## src/rtl/reg_file_sb.sv

```systemverilog
// reg_file_sb: multi-port register file with a per-register busy scoreboard,
// fixed write-port priority (highest index wins), optional bypass and zero register.
module reg_file_sb #(
    parameter int WIDTH   = 32,
    parameter int DEPTH   = 16,
    parameter int NRD     = 2,
    parameter int NWR     = 2,
    parameter int ZERO_R0 = 0,
    parameter int BYPASS  = 1,
    localparam int AW     = $clog2(DEPTH)
) (
    input  logic                 clk,
    input  logic                 rst_n,
    input  logic [NRD*AW-1:0]    i_rd_addr,
    output logic [NRD*WIDTH-1:0] o_rd_data,
    output logic [NRD-1:0]       o_rd_busy,
    input  logic [NWR-1:0]       i_wr_en,
    input  logic [NWR*AW-1:0]    i_wr_addr,
    input  logic [NWR*WIDTH-1:0] i_wr_data,
    input  logic [NWR-1:0]       i_wr_clr,
    input  logic                 i_rsv_en,
    input  logic [AW-1:0]        i_rsv_addr,
    output logic [DEPTH-1:0]     o_busy_vec,
    output logic                 o_wr_conflict
);
    logic [WIDTH-1:0] r_mem [DEPTH];
    logic [DEPTH-1:0] r_busy;
    logic             r_conflict;
    logic [AW-1:0]    w_ra [NRD];
    logic [AW-1:0]    w_wa [NWR];
    logic [NWR-1:0]   w_wr_hit;
    logic [NWR-1:0]   w_wr_ok;
    logic [DEPTH-1:0] w_set, w_clr, w_busy_nxt;
    logic             w_conflict;

    always_comb begin
        for (int p = 0; p < NRD; p++) w_ra[p] = i_rd_addr[p*AW +: AW];
        for (int p = 0; p < NWR; p++) w_wa[p] = i_wr_addr[p*AW +: AW];
    end

    // w_wr_hit: enabled and in range (counts for conflicts); w_wr_ok: actually stores
    always_comb begin
        w_wr_hit   = '0;
        w_wr_ok    = '0;
        w_set      = '0;
        w_clr      = '0;
        w_conflict = 1'b0;
        for (int p = 0; p < NWR; p++) begin
            w_wr_hit[p] = i_wr_en[p] && (int'(w_wa[p]) < DEPTH);
            w_wr_ok[p]  = w_wr_hit[p] && !(ZERO_R0 != 0 && w_wa[p] == '0);
            if (w_wr_ok[p]) w_clr[w_wa[p]] = i_wr_clr[p];
        end
        for (int p = 0; p < NWR; p++)
            for (int q = p + 1; q < NWR; q++)
                if (w_wr_hit[p] && w_wr_hit[q] && w_wa[p] == w_wa[q]) w_conflict = 1'b1;
        if (i_rsv_en && int'(i_rsv_addr) < DEPTH && !(ZERO_R0 != 0 && i_rsv_addr == '0))
            w_set[i_rsv_addr] = 1'b1;
        w_busy_nxt = (r_busy | w_set) & ~(w_clr & ~w_set);
    end

    // Busy is never bypassed; only data forwards from the winning write port
    always_comb begin
        o_rd_data = '0;
        o_rd_busy = '0;
        for (int p = 0; p < NRD; p++) begin
            if (int'(w_ra[p]) < DEPTH) begin
                o_rd_busy[p] = r_busy[w_ra[p]];
                if (!(ZERO_R0 != 0 && w_ra[p] == '0)) begin
                    o_rd_data[p*WIDTH +: WIDTH] = r_mem[w_ra[p]];
                    if (BYPASS != 0)
                        for (int q = 0; q < NWR; q++)
                            if (w_wr_ok[q] && w_wa[q] == w_ra[p])
                                o_rd_data[p*WIDTH +: WIDTH] = i_wr_data[q*WIDTH +: WIDTH];
                end
            end
        end
    end

    always_ff @(posedge clk or negedge rst_n) begin
        if (!rst_n) begin
            for (int i = 0; i < DEPTH; i++) r_mem[i] <= '0;
            r_busy     <= '0;
            r_conflict <= 1'b0;
        end else begin
            for (int p = 0; p < NWR; p++)
                if (w_wr_ok[p]) r_mem[w_wa[p]] <= i_wr_data[p*WIDTH +: WIDTH];
            r_busy     <= w_busy_nxt;
            r_conflict <= w_conflict;
        end
    end

    assign o_busy_vec    = r_busy;
    assign o_wr_conflict = r_conflict;
endmodule

```

## config.mk

```make
export PLATFORM = sky130hd
export DESIGN_NAME = reg_file_sb
export DESIGN_NICKNAME = d
export VERILOG_FILES = /design/src/rtl/reg_file_sb.sv
export SDC_FILE = /design/constraint.sdc
export NUM_CORES = 2
export LEC_CHECK = 0
export CORE_ASPECT_RATIO = 1.4
export CORE_MARGIN = 5
export CORE_UTILIZATION = 35
export CTS_BUF_LIST = sky130_fd_sc_hd__clkbuf_4
export DETAILED_ROUTE_END_ITERATION = 16
export PLACE_DENSITY_LB_ADDON = 0.15
export RECOVER_POWER = 25
export SETUP_SLACK_MARGIN = 0.02
export SLEW_MARGIN = 20
export SYNTH_ARGS = -nofsm -noshare
export SYNTH_HDL_FRONTEND = slang
export SYNTH_SLANG_ARGS = --single-unit
```

## constraint.sdc

```tcl
create_clock -name clk -period 2.2 [get_ports clk]
set_clock_uncertainty 0.15 [all_clocks]
set_input_delay 0.22 -clock clk [delete_from_list [all_inputs] [get_ports clk]]
set_output_delay 0.22 -clock clk [all_outputs]
set_load 0.01 [all_outputs]
```

==> results_dict.tcl <==
set metrics [dict create \
    hold_viol 0 \
    dieHeight_um 382 \
    vias_per_cell 5.80 \
    clockBufferDepth 3 \
    clkPwrFrac 0.279 \
    route.vias.total 30800 \
    pwr-share-comb 0.328 \
    ys_types 45 \
    htreeDepth 4 \
    outcome "finished, violations left" \
    avgSynthCellArea_um2 10.3 \
    grt_setup_unrepaired "yes" \
    grt_max_degree 82 \
    start_kind "flip-flop" \
    max-cap-violations 0 \
    setup_viol 733 \
    rows 136 \
    period_share 1.42 \
    end_kind "output port" \
    numCtsBuffers 150 \
    power_density_nw_per_um2 799 \
    cp.arrival_ns 2.76 \
    violations "negative setup slack" \
    synth_edf_count 0 \
    ios 174 \
    synth-simple-area-share 0.0884 \
    synth-adder-area-share 0 \
    worst_slew_pin_slew_ns 1.09 \
    post_drt_wl_per_cell_um 27.9 \
    io_buffers 173 \
    start_util 0.352 \
    path_cells "mux4_2, mux2_4, nand2_2, nand4_1, o221a_2, buf_6" \
    drt_iter0_drc 2674 \
    clockRootBuffer "clkbuf_4" \
    die_area_um2 105000 \
    synth_mux_area_frac 0.338 \
    synth_commonest_cells "mux2i_1 (640), dfrtp_1 (529), nor2_1 (331)" \
    coreArea_um2 98200 \
    synth_area_um2 34600 \
    critPathSlowestCell "mux4_2" \
    firstDrtPassIters 6 \
    synth_compound_area_frac 0.129 \
    clk_latency_ns 1.04 \
    synth_top_family_by_area "multiplexers" \
    final_layout_size_suffix_gt1_frac 0.314 \
    synthArstFlopShare 1.00 \
    switchingPower_uw 11900 \
    nets 3983 \
    cpPeakStageDelay_ns 0.48 \
    setup_tns_ns -167.85 \
    crit_required_ns 1.83 \
    antenna_found_initial 3 \
    netlist_instances 3366 \
    dpl.hpwl_um 102000 \
    gr-total-overflow 0 \
    p_int_uw 24500 \
    grt_pass1_vias 32100 \
    critPathKind "flip-flop to output port" \
    fmax_mhz 319 \
    synth_largest_area_cell "dfrtp_1" \
    grtUsageTotal 0.277 \
    seqPwrFrac 0.393 \
    finalWorstSetupSlack_ns -0.933 \
    cts_tree "done" \
    relSlewSlack 0.275 \
    yosysMostFrequentCell "mux2i_1" \
    synth_top_area_frac 0.383 \
    drtAntennaViolNets 0 \
    cp_max_fo 3 \
    pre_cts_ws_ns -0.804 \
    final_area_um2 45500 \
    synth_nets 3457 \
    p_sw_frac 0.327 \
    finalMaxSlewViolations 0 \
    ys_warn_count 0 \
    path_clk_slew_ns 0.07 \
    place_area_um2 41800 \
    wirelength_um 148000 \
    die_w_um 276 \
    ys_ff_latch 529 \
    synth_xor_area_frac 0.00430 \
    place_congestion 0.890 \
    yosys-top-cells-area "dfrtp_1 (38%), mux2i_1 (19%), mux4_2 (13%), a21oi_1 (4.7%), nor2_1 (3.6%)" \
    post-route-drc-count 0 \
    p_leak_uw 0.0190 \
    synth_ff_type "dfrtp_1" \
    hp-class "input pin to flip-flop" \
    cts_sinks 529 \
    grt_pass1_wl_um 216000 \
    layout_min_cycle_time_ns 3.13 \
    power.total_uw 36300 \
    ir_drop_v 0.000400 \
    synthToLayoutAreaGrowth_pct 31.4 \
    seq_area_frac_synth 0.383 \
]
critical path: cells and delay by family, from the launching register on:
family                 cells  cell delay, ns
flip-flops                 1            0.40
multiplexers               2            0.80
AO/OA/AOI/OAI              1            0.18
AND/OR/NAND/NOR            2            0.19
buffers and inverters      1            0.12
layer usage:
metal / global-route usage / vias to the layer above / routed length, um
li1: - / 13500 / -
met1: 0.338 / 15500 / 57300
met2: 0.469 / 1422 / 73500
met3: 0.0534 / 401 / 9370
met4: 0.133 / 0 / 8040
met5: 0 / - / 0
path summary, 6_finish.rpt:
| check | from | endpoint | slack, ns | depth (start not counted) |
|---|---|---|---|---|
| setup reg to reg | o_busy_vec[15] | o_busy_vec[15] | 0.47 | 5 |
| hold reg to reg | o_busy_vec[5] | o_busy_vec[5] | 0.42 | 1 |
| setup / recovery | r_mem[95] | o_rd_data[31] | -0.93 | 6 |
| hold / removal | i_wr_addr[3] | o_busy_vec[9] | 0.20 | 7 |
| max in group asynchronous | rst_n | r_mem[49] | -0.38 | 7 |
| min in group asynchronous | rst_n | r_mem[359] | 1.01 | 5 |
layout by cell type (no fill, tap or decap), types with 9 or more instances in the layout:
cell / instances
clkbuf_1: 9
buf_12: 132
bufinv_16: 9
nand4_1: 65
nor2_1: 325
buf_4: 332
nand2_1: 208
mux2i_1: 640
nand2_2: 49
clkdlybuf4s50_1: 78
nand2_4: 11
buf_2: 17
a221oi_1: 59
a21oi_1: 325
o221a_1: 13
o21ai_1: 68
xor2_1: 12
nor2_4: 9
clkinv_1: 30
mux4_2: 202
dlygate4sd3_1: 121
clkbuf_4: 219
mux2_4: 58
dfrtp_1: 527
buf_6: 93
o21ai_0: 196
a22o_1: 9
o221a_2: 51
flip-flops by register name, indices dropped and copies added (netlist names):
| register | count |
|---|---|
| r_mem | 512 |
| o_busy_vec | 16 |
| o_wr_conflict | 1 |
per-stage QoR:
stage / utilization / instances / hold WS (ns)
after floorplan: - / 3366 / -0.226
after global placement: 0.426 / 4907 / -0.0264
after detailed placement: 0.426 / 4907 / -0.0266
after CTS: 0.464 / 5296 / 0.0689
after global routing: 0.463 / 5314 / 0.140
final: 0.463 / 5314 / 0.201
cells by family after synthesis:
group	after synthesis
simple gates	726
mux	906
buf+inv	439
xor+xnor	17
flops	529
compound gates	749
layout make-up:
| cell class | count | area (um^2) |
|---|---|---|
| Timing Repair Buffer | 807 | 8510 |
| Clock inverter | 50 | 438 |
| Sequential cell | 529 | 13200 |
| Tap cell | 1311 | 1640 |
| Multi-Input combinational cell | 2398 | 20000 |
| Fill cell | 9164 | 52700 |
| Inverter | 6 | 22.5 |
| Clock buffer | 210 | 1580 |
| Antenna cell | 3 | 7.51 |
power by group through the flow:
stage	logic, uW	registers, uW	clock network (uW)
after detailed placement	10900	14300	0
after floorplan	6920	13700	0
after global placement	10600	14100	0
after CTS	11700	14200	10400
final	11900	14300	10100
after global routing	12800	14500	10900
repair_timing:
item | in CTS | in global routing
buffers inserted | 21 | 20
pin swaps | 57 | 16
endpoints found under the hold margin | 1058 | 0
hold buffers | 120 | 0
endpoints found under the setup margin | 83 | 86
gates resized for setup | 534 | 50
cloned | 0 | 0
No activity file was read; power rests on OpenSTA's default activity.
